`src/rtl/spi_frame_buffer_if.sv`:
```
// Bus bundle between the SPI frame buffer and its receive/send units.
// The slave modport is the buffer's view; master is the environment's view.
interface spi_frame_buffer_if #(
  parameter int DATA_W = 8,
  parameter int DEPTH  = 64
);
  localparam int ADDR_W = $clog2(DEPTH);

  logic              ssel_n;
  logic              rx_valid;
  logic [DATA_W-1:0] rx_data;
  logic [DATA_W-1:0] tx_data;
  logic              tx_valid;
  logic              tx_ack;
  logic [ADDR_W:0]   fill_level;
  logic              frame_full;
  logic              frame_sent;
  logic              overrun;

  modport master (
    output ssel_n, rx_valid, rx_data, tx_ack,
    input  tx_data, tx_valid, fill_level, frame_full, frame_sent, overrun
  );

  modport slave (
    input  ssel_n, rx_valid, rx_data, tx_ack,
    output tx_data, tx_valid, fill_level, frame_full, frame_sent, overrun
  );
endinterface

```
`src/rtl/spi_frame_buffer.sv`:
```
// Frame buffer: collects DEPTH SPI words, then drains them in order under valid/ack.
// Optional trailing checksum word enabled by defining SPI_FB_CHECKSUM_EN.
module spi_frame_buffer #(
  parameter int DATA_W = 8,
  parameter int DEPTH  = 64
) (
  input logic               clk,
  input logic               rst_n,
  spi_frame_buffer_if.slave bus
);
  localparam int ADDR_W = $clog2(DEPTH);

  localparam logic [1:0] FILL  = 2'd0;
  localparam logic [1:0] DRAIN = 2'd1;
`ifdef SPI_FB_CHECKSUM_EN
  localparam logic [1:0] CSUM  = 2'd2;
`endif

  localparam logic [ADDR_W-1:0] LAST_PTR   = ADDR_W'(DEPTH - 1);
  localparam logic [ADDR_W-1:0] PTR_ONE    = ADDR_W'(1);
  localparam logic [ADDR_W:0]   LEVEL_ONE  = (ADDR_W + 1)'(1);
  localparam logic [ADDR_W:0]   LEVEL_FULL = (ADDR_W + 1)'(DEPTH);

  logic [DATA_W-1:0] mem_q [DEPTH];

  logic [1:0]        state_q, state_d;
  logic [ADDR_W-1:0] wrPtr_q, wrPtr_d;
  logic [ADDR_W-1:0] rdPtr_q, rdPtr_d;
  logic [ADDR_W:0]   fillLevel_q, fillLevel_d;
  logic [DATA_W-1:0] txData_q, txData_d;
  logic              frameSent_q, frameSent_d;
  logic              overrun_q, overrun_d;
  logic              memWe;
  logic [ADDR_W-1:0] rdNext;
`ifdef SPI_FB_CHECKSUM_EN
  logic [DATA_W-1:0] csum_q, csum_d;
`endif

  assign rdNext = rdPtr_q + PTR_ONE;

  always_comb begin
    state_d     = state_q;
    wrPtr_d     = wrPtr_q;
    rdPtr_d     = rdPtr_q;
    fillLevel_d = fillLevel_q;
    txData_d    = txData_q;
    frameSent_d = 1'b0;
    overrun_d   = overrun_q;
    memWe       = 1'b0;
`ifdef SPI_FB_CHECKSUM_EN
    csum_d      = csum_q;
`endif

    case (state_q)
      FILL: begin
        // Deselect always wins over a coincident word; the partial frame is thrown away.
        if (bus.ssel_n) begin
          wrPtr_d     = '0;
          fillLevel_d = '0;
`ifdef SPI_FB_CHECKSUM_EN
          csum_d      = '0;
`endif
        end else if (bus.rx_valid) begin
          memWe       = 1'b1;
          fillLevel_d = fillLevel_q + LEVEL_ONE;
`ifdef SPI_FB_CHECKSUM_EN
          csum_d      = csum_q + bus.rx_data;
`endif
          if (wrPtr_q == '0) begin
            overrun_d = 1'b0;
          end
          if (wrPtr_q == LAST_PTR) begin
            state_d  = DRAIN;
            txData_d = mem_q[0];
          end else begin
            wrPtr_d = wrPtr_q + PTR_ONE;
          end
        end
      end

      DRAIN: begin
        if (bus.rx_valid) begin
          overrun_d = 1'b1;
        end
        if (bus.tx_ack) begin
          if (rdPtr_q == LAST_PTR) begin
`ifdef SPI_FB_CHECKSUM_EN
            state_d  = CSUM;
            txData_d = csum_q;
`else
            state_d     = FILL;
            frameSent_d = 1'b1;
            fillLevel_d = '0;
            rdPtr_d     = '0;
            wrPtr_d     = '0;
            txData_d    = '0;
`endif
          end else begin
            rdPtr_d  = rdNext;
            txData_d = mem_q[rdNext];
          end
        end
      end

`ifdef SPI_FB_CHECKSUM_EN
      CSUM: begin
        if (bus.rx_valid) begin
          overrun_d = 1'b1;
        end
        if (bus.tx_ack) begin
          state_d     = FILL;
          frameSent_d = 1'b1;
          fillLevel_d = '0;
          rdPtr_d     = '0;
          wrPtr_d     = '0;
          txData_d    = '0;
          csum_d      = '0;
        end
      end
`endif

      default: begin
        state_d = FILL;
      end
    endcase
  end

  always_ff @(posedge clk or negedge rst_n) begin
    if (!rst_n) begin
      state_q     <= FILL;
      wrPtr_q     <= '0;
      rdPtr_q     <= '0;
      fillLevel_q <= '0;
      txData_q    <= '0;
      frameSent_q <= 1'b0;
      overrun_q   <= 1'b0;
`ifdef SPI_FB_CHECKSUM_EN
      csum_q      <= '0;
`endif
    end else begin
      state_q     <= state_d;
      wrPtr_q     <= wrPtr_d;
      rdPtr_q     <= rdPtr_d;
      fillLevel_q <= fillLevel_d;
      txData_q    <= txData_d;
      frameSent_q <= frameSent_d;
      overrun_q   <= overrun_d;
`ifdef SPI_FB_CHECKSUM_EN
      csum_q      <= csum_d;
`endif
    end
  end

  // Storage is deliberately left out of reset; stale words are never offered.
  always_ff @(posedge clk) begin
    if (memWe) begin
      mem_q[wrPtr_q] <= bus.rx_data;
    end
  end

  assign bus.tx_data    = txData_q;
  assign bus.tx_valid   = (state_q != FILL);
  assign bus.frame_full = (state_q != FILL);
  assign bus.fill_level = fillLevel_q;
  assign bus.frame_sent = frameSent_q;
  assign bus.overrun    = overrun_q;
endmodule

```
`src/flat_wrapper.sv`:
```
// flat-port wrapper written by rule: the top's interface ports become plain ports
module spi_frame_buffer_flat 
#(
  parameter int DATA_W = 8,
  parameter int DEPTH  = 64
)
  (clk, rst_n, bus_ssel_n, bus_rx_valid, bus_rx_data, bus_tx_ack, bus_tx_data, bus_tx_valid, bus_fill_level, bus_frame_full, bus_frame_sent, bus_overrun);
  spi_frame_buffer_if #(.DATA_W(DATA_W), .DEPTH(DEPTH)) bus_i ();
  input logic clk;
  input logic rst_n;
  input wire logic [$bits(bus_i.ssel_n)-1:0] bus_ssel_n;
  input wire logic [$bits(bus_i.rx_valid)-1:0] bus_rx_valid;
  input wire logic [$bits(bus_i.rx_data)-1:0] bus_rx_data;
  input wire logic [$bits(bus_i.tx_ack)-1:0] bus_tx_ack;
  output wire logic [$bits(bus_i.tx_data)-1:0] bus_tx_data;
  output wire logic [$bits(bus_i.tx_valid)-1:0] bus_tx_valid;
  output wire logic [$bits(bus_i.fill_level)-1:0] bus_fill_level;
  output wire logic [$bits(bus_i.frame_full)-1:0] bus_frame_full;
  output wire logic [$bits(bus_i.frame_sent)-1:0] bus_frame_sent;
  output wire logic [$bits(bus_i.overrun)-1:0] bus_overrun;
  assign bus_i.ssel_n = bus_ssel_n;
  assign bus_i.rx_valid = bus_rx_valid;
  assign bus_i.rx_data = bus_rx_data;
  assign bus_i.tx_ack = bus_tx_ack;
  assign bus_tx_data = bus_i.tx_data;
  assign bus_tx_valid = bus_i.tx_valid;
  assign bus_fill_level = bus_i.fill_level;
  assign bus_frame_full = bus_i.frame_full;
  assign bus_frame_sent = bus_i.frame_sent;
  assign bus_overrun = bus_i.overrun;
  spi_frame_buffer #(.DATA_W(DATA_W), .DEPTH(DEPTH)) u_core (.clk(clk), .rst_n(rst_n), .bus(bus_i));
endmodule
```
`config.mk`:
```
export PLATFORM = sky130hd
export DESIGN_NAME = spi_frame_buffer_flat
export DESIGN_NICKNAME = d
export VERILOG_FILES = /design/src/rtl/spi_frame_buffer_if.sv /design/src/rtl/spi_frame_buffer.sv /design/src/flat_wrapper.sv
export SDC_FILE = /design/constraint.sdc
export NUM_CORES = 1
export LEC_CHECK = 0
export CAP_MARGIN = 20
export CORE_ASPECT_RATIO = 0.7
export CORE_UTILIZATION = 67
export CTS_BUF_LIST = sky130_fd_sc_hd__clkbuf_4 sky130_fd_sc_hd__clkbuf_8 sky130_fd_sc_hd__clkbuf_16
export DETAILED_ROUTE_END_ITERATION = 10
export PLACE_DENSITY_LB_ADDON = 0.12
export SYNTH_ARGS = -nofsm -noshare
export SYNTH_HDL_FRONTEND = slang
export SYNTH_SLANG_ARGS = --single-unit
```
`constraint.sdc`:
```
create_clock -name clk -period 6.1 [get_ports clk]
set_input_delay 1.22 -clock clk [delete_from_list [all_inputs] [get_ports clk]]
set_output_delay 1.22 -clock clk [all_outputs]
set_load 0.02 [all_outputs]
```
==> results of run 1 <==
-- through the flow --
stage / util, % / cells / setup WS (ps) / area (um2)
floorplan: - / 1058 / 3150 / 21600
global placement: 70.6 / 1468 / 1920 / 22200
detailed placement: 70.7 / 1471 / 1890 / 22200
CTS: 75.8 / 1559 / 1900 / 23800
global route: 76.1 / 1562 / 1700 / 23900
finish: 76.1 / 1562 / 1940 / 23900
-- final cells by class --
cell class | instances | area [um2]
flip-flops and latches | 542 | 16100
fillers | 1708 | 7520
multi-input cells | 454 | 5120
clock buffers | 61 | 1320
well taps | 420 | 526
repair buffers | 47 | 488
clock inverters | 27 | 278
inverters | 11 | 41.3
-- sequential cells by signal, summed over array words and instances (netlist names) --
register / cells
u_core.rdPtr_q: 6
u_core.wrPtr_q: 6
u_core.bus.frame_sent: 1
u_core.bus.tx_data: 8
u_core.mem_q: 512
u_core.bus.overrun: 1
u_core.bus.fill_level: 7
u_core.state_q: 1
-- routing by layer --
metal	track usage (%)	share of wire (%)
met5	0	0
met2	43.8	45
met1	48.6	42
met4	7.14	1.9
met3	7.35	11
-- tightest hold or removal path: cells and delay by family (launching register included) --
kind	cells	cell delay, ps
AOI/OAI and AO/OA	1	80
DFF	1	370
and+or+nand+nor	1	50
-- kinds of logic after synthesis --
family | synth area share [%]
buffers and inverters | 1.57
AND/OR/NAND/NOR | 4.35
adder cells (fa/ha/maj) | 0.232
flip-flops | 74.8
multiplexers | 16.5
XOR/XNOR | 0.696
AO/OA/AOI/OAI | 1.88
-- power groups by stage --
stage	logic, mW	clock network [mW]	registers [mW]
CTS	0.115	3.09	4.09
global placement	0.106	0	4.17
global route	0.131	3.22	4.09
detailed placement	0.114	0	4.17
finish	0.123	3.07	4.09
floorplan	0.0252	0	4.17
-- how the worst max path moves through the flow --
stage                           start                    end  slack, ps  cells past startpoint
finish              u_core.rdPtr_q[0]  u_core.bus.tx_data[0]       1940                      7
floorplan           u_core.rdPtr_q[1]  u_core.bus.tx_data[6]       3150                      8
global route        u_core.rdPtr_q[0]  u_core.bus.tx_data[0]       1700                      7
global placement    u_core.rdPtr_q[0]  u_core.bus.tx_data[7]       1920                      7
CTS                 u_core.rdPtr_q[0]  u_core.bus.tx_data[0]       1900                      7
detailed placement         bus_ssel_n     u_core.mem_q[9][5]       1890                      6
-- cell usage in the layout (no fill, tap or decap), types with 4 or more instances in the layout --
| cell type | n |
|---|---|
| clkbuf_4 | 12 |
| edfxtp_1 | 512 |
| buf_12 | 4 |
| nand2_1 | 40 |
| nand3_1 | 10 |
| nand4_1 | 8 |
| clkinv_1 | 15 |
| nor2b_1 | 4 |
| xor2_1 | 8 |
| mux2i_1 | 33 |
| o221ai_1 | 7 |
| o22ai_1 | 5 |
| mux4_2 | 141 |
| o32a_1 | 7 |
| buf_2 | 8 |
| or4_1 | 7 |
| clkinvlp_4 | 4 |
| o21ai_0 | 10 |
| buf_4 | 9 |
| nand3b_1 | 5 |
| bufinv_16 | 6 |
| clkbuf_16 | 49 |
| and3_1 | 9 |
| clkdlybuf4s50_1 | 23 |
| xnor2_1 | 5 |
| nor2_1 | 97 |
| a21oi_1 | 9 |
| dfrtp_1 | 29 |
| nand2b_1 | 7 |
| inv_1 | 10 |
==> metrics.csv, run 1 <==
metric,value,unit
ys.flop_type,edfxtp_1,
clk_latency,560,ps
cts_buffer_depth,3,
drtPass1Iterations,7,
postSynthNetCount,1075,
synthesis.instances,1058,
vias,10900,
synthToLayoutAreaGrowth,10.8,%
avgSynthCellArea,20.4,um2
end_kind,flop,
synth.yosys.seq_area_share,74.8,%
post_drt_wl_per_cell,31.0,um
critPathMaxStageDelay,940,ps
place_congestion,0.976,
cts_buffers,48,
combPwrFrac,1.7,%
power.internal,5.89,mW
holdPathEnd,u_core.bus.overrun,
clock.fmax,240,MHz
cp.required,6530,ps
core,0.0314,mm2
htreeDepth,2,
cp_top_family,flip-flops,
hp-start,u_core.bus.overrun,
synth_edf_count,512,
drt-initial-drc-count,1510,
antenna_found_initial,1,
clkSlewWorstSetupHoldPaths,60,ps
initial_core_util,68.6,%
nets,1121,
worstReg2RegEnd,u_core.bus.tx_data[0],
drive_gt1_share,21.6,%
slew_headroom,29.5,%
ant_nets,0,
ir_drop,0.000261,V
critPathBufInv,1,
ioPinCount,32,
routed_wirelength,48500,um
final.min_clock_period,4160,ps
arrival,4590,ps
whs,534,ps
floorplan.rows,54,
yosysWarnings,0,
post-route-period-util,68.2,%
antenna_cells,0,
yosys.cell_types.count,57,
grt_pass1_vias,10700,
hold_viol,0,
cts_hold_buf,0,
path_common_cell,mux4_2,
path_max_fanout,59,
crit_type,flop to flop,
ys_ff_latch,542,
die_area,0.0329,mm2
grt_overflow,0,
yosysMostFrequentCell,edfxtp_1,
die_x,216,um
drc_errors,0,
r2r-start,u_core.rdPtr_q[0],
whs_path_depth,2,
hold_path_class,flop to flop,
synth.area.top_cells,"edfxtp_1 (71%), mux4_2 (15%), dfrtp_1 (3.5%), nor2_1 (1.7%), mux2i_1 (1.5%)",
outcome,"complete, no violations",
maxSlewViolCount,0,
tightest_slew,1050,ps
grt_max_degree,65,
p_total,7.28,mW
final.setup_skew,16.9,ps
track_usage,30.5,%
reg2reg_slack,1940,ps
p_sw,1.40,mW
power_density,305,mW/mm2
grt_pass1_wl,71800,um
rr_worst_depth,7,
yosysTopAreaCell,edfxtp_1,
clkPwrFrac,42.2,%
power_switching_share,19.2,%
cts-root-buf,clkbuf_16,
yosysTopAreaCellShare,71.3,%
tritoncts,done,
vias_per_cell,6.97,
ctsResizeCount,0,
power_frac_seq,56.1,%
synth_area,0.0216,mm2
crit_chain,"ha_4, buf_4, mux4_2, mux4_2, nand2b_1, o221ai_1, or4_1",
critPathLaunchType,flop,
drv_cap,0,
p_leak,7.34,nW
port_buffers,31,
cts_sinks,542,
setup_tns,0,ps
grt_setup_unrepaired,false,
setup_viol,0,
hpwl,28400,um
slowest_stage,dfrtp_4,
cts_setup_buffers,0,
synthTopCellsByCount,"edfxtp_1 (512), mux4_2 (141), nor2_1 (97), nand2_1 (40), mux2i_1 (33)",
synthArstFlopShare,5.54,%
die_y,152,um
No activity file was read; power rests on OpenSTA's default activity.
==> run 2, diff against run 1 <==
CORE_UTILIZATION = 62   (was 67)
clock period = 4.2 ns   (was 6.1 ns; I/O delays follow)
==> metrics.csv, run 2 (synthesis gave the netlist of run 1 again) <==
metric,value,unit,change
tritoncts,done,,
setup_viol,0,,unchanged
ant_nets,0,,unchanged
hpwl,29600,um,+4.4%
drc_errors,0,,unchanged
maxSlewViolCount,0,,unchanged
cts-root-buf,clkbuf_16,,
antenna_cells,0,,unchanged
final.setup_skew,20.4,ps,+3.56 ps
clkSlewWorstSetupHoldPaths,60,ps,about the same
drive_gt1_share,24.7,%,+3.1 points
ir_drop,0.000420,V,+61%
largest_register_ffs,512,,unchanged
power_frac_seq,56.2,%,about the same
slew_headroom,28.7,%,-0.78 points
hold_viol,0,,unchanged
dp.cells,1559,,+6.0%
clock.fmax,320,MHz,+33%
hp-start,u_core.bus.fill_level[6],,
setup_tns,0,ps,unchanged
stdcell_area,0.0242,mm2,+1.4%
cts_setup_buffers,0,,unchanged
vias_per_cell,6.63,,-4.8%
path_max_fanout,38,,-36%
p_leak,7.55,nW,+2.8%
ioPinCount,32,,unchanged
grt_max_degree,72,,+11%
final_cells,1645,,+5.3%
end_kind,flop,,
cts_buffers,49,,+2.1%
synthToLayoutAreaGrowth,12.3,%,
final_common_cell,edfxtp_1,,
nets,1163,,+3.7%
grt_pass1_vias,10400,,-2.7%
vias,10900,,+0.21%
cts_hold_buf,0,,unchanged
htreeDepth,2,,unchanged
arrival,3600,ps,-990 ps
grt_overflow,0,,unchanged
cts_buffer_depth,3,,unchanged
place_congestion,0.905,,-7.3%
whs,559,ps,+24.3 ps
clk_latency,560,ps,about the same
ctsResizeCount,0,,unchanged
die_area,0.0355,mm2,+8.0%
dpl_cell_area,0.0226,mm2,+1.8%
core,0.0338,mm2,+7.7%
critPathLaunchType,flop,,
layout_common_cells,"edfxtp_1 (512), mux4_2 (141), nor2_1 (97), buf_4 (52), clkbuf_16 (49)",,
startpoint,u_core.rdPtr_q[1],,
drtPass1Iterations,5,,-2
final.min_clock_period,3120,ps,-1040 ps
post-route-period-util,74.4,%,+6.2 points
antenna_found_initial,1,,unchanged
track_usage,28.5,%,-2.0 points
drt-initial-drc-count,1548,,+2.5%
outcome,"complete, no violations",,
hold_path_class,flop to flop,,
die_x,225,um,+3.9%
r2r-start,u_core.rdPtr_q[1],,
post_drt_wl_per_cell,29.3,um,-5.5%
power.internal,8.52,mW,+45%
initial_core_util,63.7,%,-4.9 points
p_sw,2.05,mW,+47%
routed_wirelength,48200,um,-0.44%
power_density,436,mW/mm2,+43%
die_y,158,um,+3.9%
port_buffers,31,,unchanged
grt_pass1_wl,71300,um,-0.72%
tightest_slew,1070,ps,+22.8 ps
floorplan.rows,56,,+3.7%
cts_sinks,542,,unchanged
combPwrFrac,1.6,%,about the same
clkPwrFrac,42.2,%,about the same
final_util,71.6,%,-4.5 points
cp.required,4670,ps,-1860 ps
drv_cap,0,,unchanged
grt_setup_unrepaired,false,,
power_switching_share,19.4,%,+0.21 points
top_register,u_core.mem_q,,
crit_type,flop to flop,,
run 2: cell types whose count changed in the layout (fill, tap and decap cells not counted), moves of 2 or more:
cell	before	now
buf_16	2	0
buf_4	9	52
clkbuf_4	12	8
clkinv_1	15	9
clkinv_4	0	2
clkinv_2	3	9
run 2: final timing paths:
path	to	slack [ps]	cells after the start
worst max-delay path	u_core.bus.tx_data[7]	1080	9
worst max register to register	u_core.bus.tx_data[7]	1080	9
worst min register to register	u_core.bus.fill_level[6]	560	2
min in group asynchronous	u_core.rdPtr_q[2]	760	1
max in group asynchronous	u_core.state_q[0]	2720	2
worst min-delay path	u_core.bus.fill_level[6]	560	2
run 2: metrics by stage:
| step | setup WS [ps] | power, mW |
|---|---|---|
| final | 1080 | 10.6 |
| after global routing | 944 | 10.8 |
| after CTS | 1120 | 10.6 |
| after detailed placement | 625 | 6.23 |
| after global placement | 766 | 6.22 |
| after floorplan | 1250 | 6.09 |
run 2: metal layers:
layer	GRT usage, %	vias to the layer above	wire length [um]
met2	40.9	623	21200
li1	-	4518	-
met1	45.7	5688	20800
met3	5.66	76	5270
met5	0	-	0
met4	6.67	0	932
run 2: cell type report:
| cell class | instances | area [um2] |
|---|---|---|
| fillers | 2017 | 9620 |
| multi-input cells | 454 | 5120 |
| clock inverters | 29 | 303 |
| repair buffers | 88 | 761 |
| well taps | 464 | 581 |
| inverters | 11 | 41.3 |
| clock buffers | 57 | 1290 |
| flip-flops and latches | 542 | 16100 |
run 2: power groups by stage:
| stage | Clock, mW | Sequential [mW] | Combinational [mW] |
|---|---|---|---|
| after detailed placement | 0 | 6.06 | 0.172 |
| after CTS | 4.50 | 5.94 | 0.171 |
| after global routing | 4.70 | 5.94 | 0.183 |
| after floorplan | 0 | 6.05 | 0.0365 |
| after global placement | 0 | 6.06 | 0.167 |
| final | 4.46 | 5.94 | 0.169 |
run 2: critical path, cell delays in order, from the launching register on:
cell and delay (ps):
dfrtp_1 480, ha_4 390, buf_12 250, buf_4 270
mux4_2 200, nor2b_1 120, a211oi_1 70, a2111oi_0 800
nor4_1 120, a211oi_1 270
==> run 3, diff against run 2 <==
CORE_UTILIZATION = 56   (was 62)
clock period = 2.69 ns   (was 4.2 ns; I/O delays follow)
==> metrics.csv, run 3 (synthesis gave the netlist of run 1 again) <==
metric,value,unit,change
nets,1297,,+12%
initial_core_util,57.4,%,-6.3 points
arrival,3270,ps,-330 ps
port_buffers,31,,unchanged
dr.max_layer_used,met5,,
tightest_slew,1050,ps,-14.8 ps
grt_overflow,0,,unchanged
antenna_cells,0,,unchanged
grt_pass1_vias,11400,,+8.7%
r2r-start,u_core.rdPtr_q[0],,
whs,281,ps,-277 ps
crit_type,flop to flop,,
routed-wl-met2,23400,um,+10%
violations,negative setup slack,,
cts_hold_buf,0,,unchanged
die_y,166,um,+5.2%
wl_met1,23100,um,+11%
die_x,237,um,+5.2%
layout_common_cells,"edfxtp_1 (512), buf_4 (154), mux4_2 (142), nor2_1 (97), clkbuf_16 (51)",,
drive_gt1_share,33.5,%,+8.7 points
grt_max_degree,65,,-9.7%
cts_buffer_depth,3,,unchanged
crit_chain,"ha_4, buf_12, buf_16, mux4_2, mux4_2, and3_1, or4_1",,
drv_cap,0,,unchanged
maxSlewViolCount,0,,unchanged
vias_per_cell,6.42,,-3.2%
largest_register_ffs,512,,unchanged
critPathMaxStageDelay,500,ps,-300 ps
critPathLaunchType,flop,,
power_density,649,mW/mm2,+49%
grt_pass1_wl,77900,um,+9.3%
end_kind,flop,,
cp.required,3130,ps,-1540 ps
drc_errors,0,,unchanged
outcome,"finished, violations left",,
cp_top_family,multiplexers,,
path_max_fanout,11,,-71%
top_register,u_core.mem_q,,
clock.fmax,353,MHz,+10%
routed_wirelength,52700,um,+9.3%
startpoint,u_core.rdPtr_q[0],,
critPathBufInv,2,,unchanged
drt-initial-drc-count,1751,,+13%
core,0.0376,mm2,+11%
hold_viol,0,,unchanged
post_drt_wl_per_cell,29.2,um,-0.57%
wl_met3,5250,um,-0.55%
clkSlewWorstSetupHoldPaths,70,ps,about the same
cts-root-buf,clkbuf_16,,
cts_sinks,542,,unchanged
htreeDepth,2,,unchanged
tritoncts,done,,
hp-start,bus_rx_data[6],,
ant_nets,0,,unchanged
final_common_cell,edfxtp_1,,
p_total,16.8,mW,+59%
cts_buffers,50,,+2.0%
antenna_found_initial,0,,-1
fillers,2334,,+16%
vias,11600,,+6.5%
hpwl,33500,um,+13%
clk_latency,570,ps,about the same
synthToLayoutAreaGrowth,20.0,%,
ioPinCount,32,,unchanged
floorplan.rows,59,,+5.4%
final.min_clock_period,2830,ps,-291 ps
place_congestion,0.899,,-0.69%
p_leak,8.45,nW,+12%
track_usage,27.8,%,-0.68 points
grt_setup_unrepaired,true,,
setup_tns,-848,ps,-848 ps
hold_path_class,input port to flop,,
setup_ws,-142,ps,-1220 ps
path_common_cell,mux4_2,,
final.setup_skew,13.8,ps,-6.65 ps
setup_viol,8,,+8
pre_cts_slack,-155,ps,-780 ps
post-route-period-util,105,%,+31 points
final_util,68.9,%,-2.7 points
die_area,0.0393,mm2,+11%
ir_drop,0.000525,V,+25%
slew_headroom,29.2,%,+0.48 points
slowest_stage,dfrtp_4,,
drtPass1Iterations,7,,+2
[run 3: changes by cell type in the layout (fill, tap and decap cells not counted), sizes merged]
cell | before | now
clkinvlp | 4 | 0
inv | 10 | 11
buf | 65 | 197
clkinv | 20 | 19
bufbuf | 0 | 1
bufinv | 6 | 4
clkbuf | 57 | 70
[run 3: layout make-up]
cell class              count  area, um2  share of cell area, %
flip-flops and latches    542      16100                   62.3
multi-input cells         454       5200                   20.1
repair buffers            221       2220                   8.57
clock buffers              70       1470                   5.68
well taps                 488        611                   2.36
clock inverters            23        211                  0.817
inverters                  11       41.3                  0.160
[run 3: timing repair]
action | 4_1_cts | 5_1_grt
setup buffers | 10 | 0
endpoints found under the hold margin | 0 | 0
pin swaps | 1 | 1
resized for setup | 26 | 6
cloned | 9 | 0
setup endpoints to repair | 8 | 8
[run 3: worst paths after layout]
| path | endpoint | slack, ps | depth (start not counted) |
|---|---|---|---|
| setup / recovery | u_core.bus.tx_data[4] | -140 | 7 |
| hold / removal | u_core.mem_q[9][6] | 280 | 1 |
| setup reg to reg | u_core.bus.tx_data[4] | -140 | 7 |
| hold reg to reg | u_core.bus.fill_level[0] | 550 | 1 |
| max in group asynchronous | u_core.bus.tx_data[5] | 1540 | 2 |
| min in group asynchronous | u_core.bus.fill_level[6] | 450 | 1 |
[run 3: per-stage QoR]
stage	std cells	instance area, um2
floorplan	1058	21600
finish	1809	25900
global route	1809	25900
global placement	1699	23700
detailed placement	1699	23700
CTS	1810	25900
[run 3: metal layers]
metal  track usage, %  vias up
met5             2.67        -
met4             5.93        2
met3             4.80       76
met2             39.7      663
met1             45.3     6063
li1                 -     4806
[run 3: worst reg2reg max path, cell delays in order, from the launching register on]
cell and delay, ps:
dfrtp_4 500, ha_4 350, buf_12 170, buf_16 170, mux4_2 350, mux4_2 490, and3_1 190, or4_1 500
[run 3: power breakdown]
part	total (mW)	internal (mW)	switching (mW)
clock network	7.22	4.19	3.03
logic	0.300	0.0783	0.221
registers	9.27	9.25	0.0188
total	16.8	13.5	3.27
==> patch: new RTL, config.mk and constraints of run 2 <==
Take the reset off `txData_q` and load it in a clocked block of its own.
--- a/src/rtl/spi_frame_buffer.sv
+++ b/src/rtl/spi_frame_buffer.sv
@@ -131,7 +131,6 @@
       wrPtr_q     <= '0;
       rdPtr_q     <= '0;
       fillLevel_q <= '0;
-      txData_q    <= '0;
       frameSent_q <= 1'b0;
       overrun_q   <= 1'b0;
 `ifdef SPI_FB_CHECKSUM_EN
@@ -142,13 +141,16 @@
       wrPtr_q     <= wrPtr_d;
       rdPtr_q     <= rdPtr_d;
       fillLevel_q <= fillLevel_d;
-      txData_q    <= txData_d;
       frameSent_q <= frameSent_d;
       overrun_q   <= overrun_d;
 `ifdef SPI_FB_CHECKSUM_EN
       csum_q      <= csum_d;
 `endif
     end
+  end
+
+  always_ff @(posedge clk) begin
+    txData_q <= txData_d;
   end
 
   // Storage is deliberately left out of reset; stale words are never offered.
Function: same outputs for any inputs over 4 cycles, from zero or initial values and one cycle with rst_n low; that may be too few to reach the edited logic, so the function may still have changed.
==> patch against run 2 <==
Maximum frequency down 3.2%. Area after synthesis down 0.26%. Critical path depth down 4. Utilization up 0.38 points. Worst setup slack worse by 0.10 ns. Wire length up 8.3%. First-iteration DRC count up 10%. Count of clock-buffer cells in the layout down 5. Clock skew up 0.00068 ns. Sequential cell count unchanged. Design area up 0.54%. Largest cell class unchanged.
Power is not compared: it rests on default switching activity, and its combinational part moved more than twofold at a synthesized area within 25%.
==> patch: results (changes against run 2) <==
setup_path:
  critPathCapture: "u_core.bus.tx_data[6]"
  worstPathArrival_ns: 3.55  # -0.05 ns
  cpPeakStageDelay_ns: 0.61  # -0.19 ns
  r2r_cells: 5  # -4
  r2r_slack_ns: 0.97  # -0.10 ns
  slowest_stage: "mux4_1"
detailed_routing:
  route.met2.wl_um: 20900  # -1.6%
  num_vias: 11600  # +6.3%
  route.detailed.wl_per_inst_um: 29.9  # +2.1%
timing:
  fin_skew_ns: 0.0211  # +0.000683 ns
  worst_pin_slew_ns: 0.931  # -0.139 ns
  timing.fmax_mhz: 310  # -3.2%
logic_synthesis:
  synth_nets: 1171  # +8.9%
  synthTopCellsByCount: "edfxtp_1 (520), nand2_1 (146), mux4_2 (128)"
  synth.area.top_cells: "edfxtp_1 (73%), mux4_2 (13%), dfrtp_1 (2.6%)"
  syn_avg_cell_area_um2: 18.6  # -8.6%
global_routing:
  grtUsageTotal_pct: 30.6  # +2.1 points
  grt_start_max_net_pins: 81  # +13%
  grt_pass1_vias: 10900  # +4.4%
  use_met3_pct: 11.2  # +5.5 points
  antenna_found_initial: 4  # +3
  gr-usage-met1_pct: 48.8  # +3.1 points
outcome:
  outcome: "finished, final reports clean"
cells_and_area:
  num_antenna_cells: 2  # +2
  final_cells: 1745  # +6.1%
  clock_area_share_pct: 6.89  # +0.32 points
  multi_input_area_share_pct: 20.8  # -0.31 points
  multi_input_cells: 541  # +19%
  nets: 1256  # +8.0%
  clock_buffers: 52  # -8.8%
  regArea_um2: 16200  # +0.25%
  fill_cells: 2070  # +2.6%
min_path:
  hold_path.class: "input pin to async pin"
place:
  place_congestion: 0.880  # -2.8%
  dp_slack_ns: 0.567  # -0.0576 ns
clock_tree:
  numCtsBuffers: 48  # -2.0%
[patch: cell types whose count changed after synthesis, moves of 7 or more]
cell and delta:
a21oi_1 +7, clkbuf_1 +18, dfrtp_1 -8, edfxtp_1 +8, mux2i_1 -24, mux4_2 -13, nand2_1 +106, nand3_1 +54
nor2_1 -19, o221ai_1 -7
[patch: per-stage QoR]
step,utilization [%],area (um^2)
2_1_floorplan,-,21500
3_3_place_gp,66.9,22600
3_5_place_dp,66.9,22600
4_1_cts,71.9,24300
5_1_grt,71.9,24300
6_report,71.9,24300
[patch: kinds of logic (layout without fill, tap and decap cells)]
| group | Yosys count | count (layout) | synth area share, % |
|---|---|---|---|
| buf+inv | 71 | 196 | 1.48 |
| simple gates | 325 | 325 | 6.50 |
| mux | 140 | 140 | 14.1 |
| fa+ha+maj | 4 | 4 | 0.233 |
| flops | 542 | 542 | 75.2 |
| other cells | 0 | 2 | 0 |
| xor+xnor | 12 | 12 | 0.576 |
| compound gates | 60 | 60 | 1.93 |
